**src/rtl/delay_line_ctrl_pkg.sv**
```systemverilog
// rtl/delay_line_ctrl_pkg.sv - shared constants and helpers for the delay-line controller
package delay_line_ctrl_pkg;

  localparam int FIFO_ENTRIES = 3;
  localparam int FIFO_CNT_W   = 2;
  localparam int OCC_W        = FIFO_CNT_W + 1;

  function automatic bit is_pow2(input int v);
    return (v > 0) && ((v & (v - 1)) == 0);
  endfunction

endpackage

```
**src/rtl/delay_line_ctrl_small_fifo.sv**
```systemverilog
// rtl/delay_line_ctrl_small_fifo.sv - three-entry output buffer with occupancy count
module delay_line_ctrl_small_fifo
  import delay_line_ctrl_pkg::*;
#(
  parameter int WIDTH = 8
) (
  input  logic                  clk,
  input  logic                  n_reset,
  input  logic                  push_i,
  input  logic [WIDTH-1:0]      push_data_i,
  input  logic                  pop_i,
  output logic [WIDTH-1:0]      head_o,
  output logic [FIFO_CNT_W-1:0] count_o
);

  localparam logic [FIFO_CNT_W-1:0] LAST = FIFO_CNT_W'(FIFO_ENTRIES - 1);
  localparam logic [FIFO_CNT_W-1:0] FULL = FIFO_CNT_W'(FIFO_ENTRIES);

  logic [WIDTH-1:0]      mem_q [FIFO_ENTRIES];
  logic [FIFO_CNT_W-1:0] rd_ptr_q, rd_ptr_d;
  logic [FIFO_CNT_W-1:0] wr_ptr_q, wr_ptr_d;
  logic [FIFO_CNT_W-1:0] count_q, count_d;
  logic                  do_push, do_pop;

  // A push into a full buffer only lands when a pop frees a slot in the same cycle
  assign do_pop  = pop_i && (count_q != '0);
  assign do_push = push_i && ((count_q != FULL) || do_pop);

  always_comb begin
    rd_ptr_d = rd_ptr_q;
    wr_ptr_d = wr_ptr_q;
    count_d  = count_q;
    if (do_pop)
      rd_ptr_d = (rd_ptr_q == LAST) ? '0 : rd_ptr_q + FIFO_CNT_W'(1);
    if (do_push)
      wr_ptr_d = (wr_ptr_q == LAST) ? '0 : wr_ptr_q + FIFO_CNT_W'(1);
    if (do_push && !do_pop)
      count_d = count_q + FIFO_CNT_W'(1);
    else if (!do_push && do_pop)
      count_d = count_q - FIFO_CNT_W'(1);
  end

  always_ff @(posedge clk or negedge n_reset) begin
    if (!n_reset) begin
      rd_ptr_q <= '0;
      wr_ptr_q <= '0;
      count_q  <= '0;
      for (int i = 0; i < FIFO_ENTRIES; i++)
        mem_q[i] <= '0;
    end else begin
      rd_ptr_q <= rd_ptr_d;
      wr_ptr_q <= wr_ptr_d;
      count_q  <= count_d;
      if (do_push)
        mem_q[wr_ptr_q] <= push_data_i;
    end
  end

  assign head_o  = mem_q[rd_ptr_q];
  assign count_o = count_q;

endmodule

```
**src/rtl/delay_line_ctrl.sv**
```systemverilog
// rtl/delay_line_ctrl.sv - circular-buffer sample delay line in front of a 1-cycle-read dual-port RAM
module delay_line_ctrl
  import delay_line_ctrl_pkg::*;
#(
  parameter int WIDTH      = 8,
  parameter int DEPTH      = 256,
  parameter int ADDR_WIDTH = $clog2(DEPTH)
) (
  input  logic                  clk,
  input  logic                  n_reset,
  input  logic [ADDR_WIDTH-1:0] delay,
  input  logic                  s_valid,
  output logic                  s_ready,
  input  logic [WIDTH-1:0]      s_data,
  output logic                  m_valid,
  input  logic                  m_ready,
  output logic [WIDTH-1:0]      m_data,
  output logic                  ram_wr_en,
  output logic [ADDR_WIDTH-1:0] ram_wr_addr,
  output logic [WIDTH-1:0]      ram_wr_data,
  output logic                  ram_rd_en,
  output logic [ADDR_WIDTH-1:0] ram_rd_addr,
  input  logic [WIDTH-1:0]      ram_rd_data
);

  if (!is_pow2(DEPTH)) begin : g_depth_check
    $error("delay_line_ctrl: DEPTH must be a power of two");
  end

  logic [ADDR_WIDTH-1:0] wr_ptr_q, wr_ptr_d;
  logic [ADDR_WIDTH-1:0] fill_cnt_q, fill_cnt_d;
  logic [ADDR_WIDTH-1:0] delay_q, delay_d;
  logic                  pend_q, pend_zero_q, pend_bypass_q;
  logic [WIDTH-1:0]      pend_data_q;

  logic [FIFO_CNT_W-1:0] fifo_count;
  logic [OCC_W-1:0]      occupancy;
  logic [WIDTH-1:0]      fifo_head, fifo_push_data;
  logic                  accept, zero, bypass, fifo_pop;

  // Occupancy counts the in-flight pend slot so s_ready never depends on m_ready
  assign occupancy = {1'b0, fifo_count} + OCC_W'(pend_q);
  assign s_ready   = occupancy < OCC_W'(FIFO_ENTRIES);

  assign accept = s_valid && s_ready && n_reset;
  assign zero   = fill_cnt_q < delay_q;
  assign bypass = (delay_q == '0);

  assign ram_wr_en   = accept;
  assign ram_wr_addr = wr_ptr_q;
  assign ram_wr_data = accept ? s_data : '0;
  assign ram_rd_en   = accept && !zero && !bypass;
  assign ram_rd_addr = wr_ptr_q - delay_q;

  always_comb begin
    wr_ptr_d   = accept ? wr_ptr_q + ADDR_WIDTH'(1) : wr_ptr_q;
    delay_d    = delay_q;
    fill_cnt_d = fill_cnt_q;
    // A new delay restarts the zero-fill; a sample accepted this cycle still used the old one
    if (delay != delay_q) begin
      delay_d    = delay;
      fill_cnt_d = '0;
    end else if (accept && zero) begin
      fill_cnt_d = fill_cnt_q + ADDR_WIDTH'(1);
    end
  end

  always_ff @(posedge clk or negedge n_reset) begin
    if (!n_reset) begin
      wr_ptr_q      <= '0;
      fill_cnt_q    <= '0;
      delay_q       <= '0;
      pend_q        <= 1'b0;
      pend_zero_q   <= 1'b0;
      pend_bypass_q <= 1'b0;
      pend_data_q   <= '0;
    end else begin
      wr_ptr_q      <= wr_ptr_d;
      fill_cnt_q    <= fill_cnt_d;
      delay_q       <= delay_d;
      pend_q        <= accept;
      pend_zero_q   <= zero;
      pend_bypass_q <= bypass;
      if (accept)
        pend_data_q <= s_data;
    end
  end

  assign fifo_push_data = pend_zero_q   ? '0          :
                          pend_bypass_q ? pend_data_q : ram_rd_data;

  assign m_valid  = (fifo_count != '0);
  assign m_data   = fifo_head;
  assign fifo_pop = m_valid && m_ready;

  delay_line_ctrl_small_fifo #(
    .WIDTH (WIDTH)
  ) u_out_fifo (
    .clk         (clk),
    .n_reset     (n_reset),
    .push_i      (pend_q),
    .push_data_i (fifo_push_data),
    .pop_i       (fifo_pop),
    .head_o      (fifo_head),
    .count_o     (fifo_count)
  );

endmodule

```
**config.mk**
```make
export PLATFORM = sky130hd
export DESIGN_NAME = delay_line_ctrl
export DESIGN_NICKNAME = d
export VERILOG_FILES = /design/src/rtl/delay_line_ctrl_pkg.sv /design/src/rtl/delay_line_ctrl_small_fifo.sv /design/src/rtl/delay_line_ctrl.sv
export SDC_FILE = /design/constraint.sdc
export NUM_CORES = 1
export LEC_CHECK = 0
export CAP_MARGIN = 20
export CORE_AREA = 3 3 83 85
export CTS_CLUSTER_DIAMETER = 200
export CTS_CLUSTER_SIZE = 10
export DETAILED_ROUTE_END_ITERATION = 16
export DIE_AREA = 0 0 86 88
export GPL_TIMING_DRIVEN = 0
export PLACE_DENSITY_LB_ADDON = 0.3
export SYNTH_ARGS = -nofsm -noshare
export SYNTH_HDL_FRONTEND = slang
export SYNTH_SLANG_ARGS = --single-unit
```
**constraint.sdc**
```tcl
create_clock -name clk -period 6.8 [get_ports clk]
set_input_delay 0.68 -clock clk [delete_from_list [all_inputs] [get_ports clk]]
set_output_delay 0.68 -clock clk [all_outputs]
set_load 0.01 [all_outputs]
```
==> results.md, run 1 <==
- The flow ran to the end, and the final reports show no timing, DRC or antenna violations.
- The path type of the worst min-delay path is in2async.
- The number of gates resized after CTS was 0.
- TritonCTS built the clock tree.
- For this run, the total global-route usage over all layers was measured as 0.215.
- For this design, the CTS-stage hold fixing added 0 buffers.
- For this run, design rule violations remaining after detail routing come to 0.
- Among all cell types in the netlist, the one instantiated most often is sky130_fd_sc_hd__dfrtp_1.
- At the later pin of the worst-skew pair, clock insertion delay measures roughly 0.34 ns.
- The leftover overflow at the end of global routing is 0.
- The detailed-route wire length is 7660 µm.
- The post-detailed-route wirelength per cell is 16.2 µm.
- The count of buffers added on input and output ports is between 60 and 70.
- The initial antenna violation count is 0.
- The initial standard-cell utilization of the core is 0.551.
- Dividing total power by cell area gives a power density of slightly above 300 mW/mm².
- After filler insertion, the fill cell instance count of the layout stands at ~460.
- The first-pass iteration count of the detailed router is 4.
- The slew at the pin closest to its max-slew limit is between 0.8 and 0.9 ns.
- The number of clock buffers added by TritonCTS is 9.
- The vias after detailed routing is ~2600.
- Yosys mapped a number of flops with a built-in enable equal to 0.
- The number of nets with antenna violations after detailed routing is 0.
- The end of the worst register-to-register path is pend_data_q[3].
- The tool flagged a number of max-cap violations equal to 0.
- The longest clock path from root to sink contains 2 buffers.
- The growth of design area from synthesis to finish is 27.0%.
- Across the routed clock network, the largest skew measured is around 0.0080 ns.
- The setup check on the worst reg-to-reg path leaves a slack of around 4.3 ns.
- The average via count per standard cell is roughly 5.4.
- The routability congestion estimate from global placement is 0.811.
- Of the synthesized area, sequential elements account for 0.471.
- Of the post-synthesis cell area, the dominant cell type holds 0.471.
- Setup violations remaining at the end of the flow were counted as 0.
- The worst register-to-register path has a depth of 6.
- Following the worst setup path forward leads to its endpoint at ram_wr_data[7].
- The peak supply drop is around 0.32 mV.
- The max-slew headroom at the worst pin is 0.451.
- The antenna diode count is 0.
- The synthesized netlist occupies a cell area of between 0.003 and 0.004 mm².
- The total count of max-transition violations in the final report was 0.
- The data arrival time of the critical path is about 3.3 ns.
- Synthesis produced approximately 320 cells.
- The synthesized netlist contains slightly above 40 unique library cells.
- The routed design could run at a clock period as short as slightly below 4 ns.
- Measured along the x axis, the die boundary spans 86 µm.
- The dominant register cell in the synthesized netlist is sky130_fd_sc_hd__dfrtp_1.
- The number of setup buffers added after CTS is 0.
- The Yosys step of the flow raised 0 warnings.
- The worst setup path is of the in2out kind.
- The maximum operating frequency is 254 MHz.
- The number of nets handed over by synthesis was roughly 370.
- After floorplanning, the core was divided into 29 placement rows.
- The clock sink total is 65.
- The first global-routing pass estimated ~13000 µm of wire.
- STA classifies the critical path endpoint as an output pin.
- The half-perimeter wire length after detailed placement is between 5000 and 6000 µm.
- The data required time of the critical path is 6.12 ns.
- The final-stage net count is approximately 440.
- The start point of the critical path is n_reset.
- The total count of hold-check failures in the final report is 0.
- The final-layout setup total negative slack is 0 ns.
- In the synthesized netlist the async set-or-reset flop fraction comes to 1.00.
- The clock-pin slew on the worst setup and hold paths is roughly 0.060 ns.
- The library cell used as clock root buffer is sky130_fd_sc_hd__clkbuf_8.
- CTS built an H-tree with a depth of 3.
- In the final layout, the share of cells above drive strength 1 is 0.121.
- Entering global routing, the biggest net connects 67 pins.
- The first-iteration detailed-routing DRC count is between 80 and 90.
- The average instance in the mapped netlist occupies between 10 and 15 µm².
- The die is 88 µm tall.
- The floorplan step defined a die boundary enclosing about 0.0076 mm².
- The via count of the first global-routing pass is about 2600.
- For this design the static power due to leakage is 0.00201 µW.
- The I/O pin count is between 60 and 70.
- sky130_fd_sc_hd__dfrtp_1 takes more of the synthesized area than any other cell.
- Setup repair after global routing left no endpoint under its margin.
- In this run the critical register-to-register path is launched from u_out_fifo.count_o[0].
- The cell area after placement is between 0.004 and 0.005 mm².
- In this run the standard cell core region covers between 0.006 and 0.007 mm².
- Counting flops and latches in the post-synthesis netlist gives 65.
- The sort of element at the start of the critical path is an input port.
- Of all nets on the critical path, the largest fanout is 66.
- The post-route cell area is 0.00439 mm².
- Dividing the final minimum period by the clock period gives 0.578.
- The post-route worst hold slack is 0.441 ns.
- Sorting the synthesized cells by area gives the leading types as sky130_fd_sc_hd__dfrtp_1 47%, sky130_fd_sc_hd__mux2_2 8.8%, sky130_fd_sc_hd__ha_1 6.9%.
- Ranked by instance count, the synthesized netlist is headed by 65 x sky130_fd_sc_hd__dfrtp_1, 27 x sky130_fd_sc_hd__mux2_2, 24 x sky130_fd_sc_hd__nand2_1, 19 x sky130_fd_sc_hd__ha_1, 18 x sky130_fd_sc_hd__nor2_1.
## sequential cells by signal (all words and copies together), names as in the netlist
name / count
u_out_fifo.mem_q: 24
delay_q: 8
fill_cnt_q: 8
pend_data_q: 8
ram_wr_addr: 8
u_out_fifo.count_o: 2
u_out_fifo.rd_ptr_q: 2
u_out_fifo.wr_ptr_q: 2
pend_bypass_q: 1
pend_q: 1
pend_zero_q: 1
## final cells by class
class | count | area (µm²) | area share
Inverter | 17 | 63.8 | 0.0145
Timing Repair Buffer | 63 | 628 | 0.143
Tap cell | 77 | 96.3 | 0.0219
Multi-Input combinational cell | 221 | 1710 | 0.388
Buffer | 16 | 61.3 | 0.0140
Clock buffer | 12 | 145 | 0.0330
Sequential cell | 65 | 1630 | 0.370
Clock inverter | 3 | 65.1 | 0.0148
## logic make-up (layout without fill, tap and decap cells)
logic type | after synthesis | in the layout | synth area share
adder cells (fa/ha/maj) | 20 | 20 | 0.0746
AO/OA/AOI/OAI | 42 | 42 | 0.0793
buffers and inverters | 33 | 111 | 0.0362
XOR/XNOR | 24 | 24 | 0.0608
AND/OR/NAND/NOR | 86 | 86 | 0.125
multiplexers | 49 | 49 | 0.153
flip-flops | 65 | 65 | 0.471
## routing by layer
layer  GRT usage  part of all wire  vias up
met3      0.0376             0.046       16
met1       0.269              0.43     1234
met5           0                 0        -
met2       0.366              0.50       66
met4      0.0950             0.023        0
li1            -                 -     1262
## worst max-delay path, stage by stage
cell and delay, ns:
sky130_fd_sc_hd__buf_4 0.62, sky130_fd_sc_hd__nand2_1 0.25, sky130_fd_sc_hd__nor2_1 0.45, sky130_fd_sc_hd__clkbuf_1 0.49, sky130_fd_sc_hd__and2_1 0.20, sky130_fd_sc_hd__clkdlybuf4s50_1 0.53
## power by group
group	internal, µW	switching (µW)	leakage [µW]
clock	214	141	0.000106
sequential	450	59.7	0.000848
combinational	261	240	0.00105
total	926	441	0.00201
## worst min path at each step
stage | start | cells after the start | slack [ns] | endpoint
floorplan | n_reset | 0 | 0.38 | delay_q[0]
global route | pend_data_q[6] | 1 | 0.50 | pend_data_q[6]
finish | n_reset | 1 | 0.44 | u_out_fifo.mem_q[1]
detailed placement | pend_data_q[6] | 1 | 0.48 | pend_data_q[6]
CTS | n_reset | 1 | 0.47 | fill_cnt_q[4]
global placement | pend_data_q[6] | 1 | 0.47 | pend_data_q[6]
## cell usage in the layout (no fill, tap or decap), types with 11 or more instances in the layout
master	netlist	layout
sky130_fd_sc_hd__nand2_1	24	24
sky130_fd_sc_hd__mux2i_1	17	17
sky130_fd_sc_hd__inv_1	17	17
sky130_fd_sc_hd__clkbuf_1	12	14
sky130_fd_sc_hd__clkdlybuf4s50_1	0	62
sky130_fd_sc_hd__ha_1	19	19
sky130_fd_sc_hd__nor2_1	18	18
sky130_fd_sc_hd__xnor2_1	11	11
sky130_fd_sc_hd__dfrtp_1	65	65
sky130_fd_sc_hd__xor2_1	13	13
sky130_fd_sc_hd__mux2_2	27	27
## stage by stage
step / worst slack, ns / std cells / util / power [µW]
after global placement: 0.602 / 459 / 0.667 / 999
after detailed placement: 2.82 / 459 / 0.666 / 1020
after global routing: 2.55 / 474 / 0.700 / 1440
final: 2.87 / 474 / 0.700 / 1370
after CTS: 2.82 / 474 / 0.700 / 1380
after floorplan: 4.15 / 319 / - / 789
Note: power is estimated with default switching activity, not from simulation.
==> run 2, diff against run 1 <==
--- a/config.mk
+++ b/config.mk
@@ -6,11 +6,11 @@
 export NUM_CORES = 1
 export LEC_CHECK = 0
 export CAP_MARGIN = 20
-export CORE_AREA = 3 3 83 85
+export CORE_AREA = 3 3 86 88
 export CTS_CLUSTER_DIAMETER = 200
 export CTS_CLUSTER_SIZE = 10
 export DETAILED_ROUTE_END_ITERATION = 16
-export DIE_AREA = 0 0 86 88
+export DIE_AREA = 0 0 89 91
 export GPL_TIMING_DRIVEN = 0
 export PLACE_DENSITY_LB_ADDON = 0.3
 export SYNTH_ARGS = -nofsm -noshare
==> constraint.sdc (replaced) <==
create_clock -name clk -period 4 [get_ports clk]
set_input_delay 0.4 -clock clk [delete_from_list [all_inputs] [get_ports clk]]
set_output_delay 0.4 -clock clk [all_outputs]
set_load 0.01 [all_outputs]
==> results.md, run 2 (synthesis results as in run 1) <==
- Clock-pin slew was measured on the worst setup and hold paths at 0.07 ns.
- After clock tree synthesis, the flow added hold-fix buffers numbering 0.
- The flip-flop count of the largest register after layout is 24.
- The full die area is slightly above 0.008 mm².
- In the global route stage, overall resource usage came out at 0.200.
- The max-slew headroom at the worst pin is 0.454.
- The sort of element at the start of the critical path is a register.
- In this run, CTS created clock tree buffers numbering 9.
- Entering global routing, the biggest net connects between 60 and 70 pins.
- Using the TritonRoute via totals, the vias-per-cell ratio works out to roughly 5.4.
- The final critical delay including setup and external delays is between 3 and 4 ns.
- The final-stage net count is between 400 and 500.
- STA puts the critical path data required time at 3.60 ns.
- The leftover overflow at the end of global routing is 0.
- The initial standard-cell utilization of the core is 0.515.
- The number of setup buffers added after CTS is 0.
- The wire-length estimate of the detail-placed layout is about 5400 µm.
- The finished cells cover about 0.0044 mm².
- The path type of the worst min-delay path is in2async.
- The power density over the cells is about 540 mW/mm².
- CTS built an H-tree with a depth of 3.
- The master of the slowest instance on the critical path is sky130_fd_sc_hd__clkdlybuf4s50_1.
- The number of setup violations in the final report is 0.
- In the final layout, the share of cells above drive strength 1 is 0.126.
- The maximum operating frequency is 279 MHz.
- In the routed design, unresolved DRC markers number 0.
- The clock latency on the worst-skew pair is ~0.34 ns.
- The die is slightly below 90 µm wide.
- In this run, post-CTS repair resized a total of 0 instances.
- The share of the clock period used by the worst path is 0.897.
- Clock tree synthesis selected as its root buffer the cell sky130_fd_sc_hd__clkbuf_8.
- The most common cell after layout, fill and taps aside is sky130_fd_sc_hd__dfrtp_1.
- Setup repair after global routing left no endpoint under its margin.
- The initial antenna violation count is 0.
- The count of filler cells inserted in the layout is 533.
- In the layout the commonest cells are 65 x sky130_fd_sc_hd__dfrtp_1, 62 x sky130_fd_sc_hd__clkdlybuf4s50_1, 27 x sky130_fd_sc_hd__mux2_2.
- The first global-routing pass estimated between 10000 and 15000 µm of wire.
- Counting both buffers and inverters, the worst setup path holds a total of 2.
- The longest clock path from root to sink contains 2 buffers.
- The number of violations of the max-capacitance limit is 0.
- After the flow finishes, the layout carries non-filler instances totaling between 400 and 500.
- The region available for standard cell placement spans approximately 0.0067 mm².
- The growth of design area from synthesis to finish is 28.1%.
- The cell family with the largest share of critical-path delay is buffers and inverters.
- The number of nets with antenna violations after detailed routing is 0.
- Counting every sink on the clock net gives between 60 and 70.
- The reported leakage power is roughly 0.002 µW.
- The clock tree from TritonCTS is built.
- The number of placed instances, taps included, is about 460.
- In this run the tool buffered the top-level ports with 63 buffer cells.
- The via count of the first global-routing pass is ~2700.
- The antenna diode count is 0.
- The cell area after placement is 0.00419 mm².
- Walking the worst path, the cells encountered are ha_1 -> ha_1 -> a21o_1 -> nor2_1 -> clkbuf_1 -> and2_1 -> clkdlybuf4s50_1.
- The final layout contains routed wiring with a total length of 7560 µm.
- In this run the worst path has a maximum fanout of 11.
- The total count of hold-check failures in the final report is 0.
- Measured along the y axis, the die boundary spans between 90 and 100 µm.
- The delay of the slowest cell on the worst path is around 0.54 ns.
- Data on the critical path arrives at its endpoint at about 3.2 ns.
- In this design, the critical path's most frequently occurring cell is sky130_fd_sc_hd__ha_1.
- The total count of max-transition violations in the final report is 0.
- The critical path class is reg2out.
- The clock skew is 0.00948 ns.
- The register with the most flip-flops in the final layout is u_out_fifo.mem_q.
- The routability congestion estimate from global placement is between 0.7 and 0.8.
- The flow ran to the end, and the final reports show no timing, DRC or antenna violations.
- After detailed routing, the average wire length per cell comes to around 16 µm.
- The first-pass iteration count of the detailed router is 4.
- The final core utilization is 0.659.
- The nature of the critical path endpoint is an output pin.
- In this run the core area contains 30 standard-cell rows.
- After the first detailed-routing iteration, the DRC count stood at between 90 and 100.
- The vias after detailed routing is 2594.
- 64 I/O pins were placed.
- The peak supply drop is approximately 0.37 mV.
- The slew at the pin closest to its max-slew limit is a little over 0.8 ns.
-- run 2: cell types whose count changed in the layout (fill, tap and decap cells not counted) --
cell,previous run,this run
sky130_fd_sc_hd__inv_6,0,1
sky130_fd_sc_hd__clkinvlp_4,0,1
sky130_fd_sc_hd__clkbuf_1,14,13
sky130_fd_sc_hd__clkinv_4,0,1
sky130_fd_sc_hd__bufinv_16,2,3
sky130_fd_sc_hd__clkinv_2,1,0
sky130_fd_sc_hd__clkbuf_8,10,9
-- run 2: worst paths after layout --
check                                      start                    to  slack, ns  cells past startpoint
max                        u_out_fifo.count_o[0]        ram_wr_data[5]       0.41                      7
min reg2reg                       pend_data_q[6]        pend_data_q[6]       0.49                      1
max in group asynchronous                n_reset        ram_wr_addr[0]       3.31                      1
max reg2reg                u_out_fifo.count_o[0]        pend_data_q[3]       1.42                      6
min in group clk                  pend_data_q[6]        pend_data_q[6]       0.49                      1
min                                      n_reset  u_out_fifo.mem_q[18]       0.16                      1
-- run 2: power breakdown --
group	internal (µW)	leakage, µW	switching (µW)
clock network	418	0.000117	265
registers	764	0.000848	102
logic	445	0.00105	404
-- run 2: worst register-to-register path, delay by kind of cell (launching register included) --
kind / cells / cell delay [ns]
and+or+nand+nor: 1 / 0.42
DFF: 1 / 0.44
AOI/OAI and AO/OA: 1 / 0.23
buffers and inverters: 1 / 0.50
muxes: 1 / 0.40
adders and majority gates: 2 / 0.47
-- run 2: area by class of cell --
class                   count  area [µm²]  area share
clock inverters             6         115      0.0260
plain buffers              16        61.3      0.0138
repair buffers             63         628       0.142
well taps                  80         100      0.0226
inverters                  17        63.8      0.0144
clock buffers              10         128      0.0288
multi-input cells         221        1710       0.385
flip-flops and latches     65        1630       0.367
-- run 2: metrics by stage --
stage | setup slack [ns] | setup TNS, ns | total power, µW | hold slack [ns]
floorplan | 1.63 | 0 | 1340 | 0.104
global placement | -1.76 | -36.40 | 1700 | 0.468
detailed placement | 0.462 | 0 | 1730 | 0.480
CTS | 0.332 | 0 | 2420 | 0.179
global route | 0.246 | 0 | 2530 | 0.210
finish | 0.414 | 0 | 2400 | 0.156
-- run 2: metal layers --
layer | vias up | part of all wire | global-route usage
met2 | 53 | 0.52 | 0.337
met3 | 6 | 0.038 | 0.0481
met1 | 1279 | 0.44 | 0.254
li1 | 1256 | - | -
met5 | - | 0 | 0
met4 | 0 | 0.0075 | 0.0558
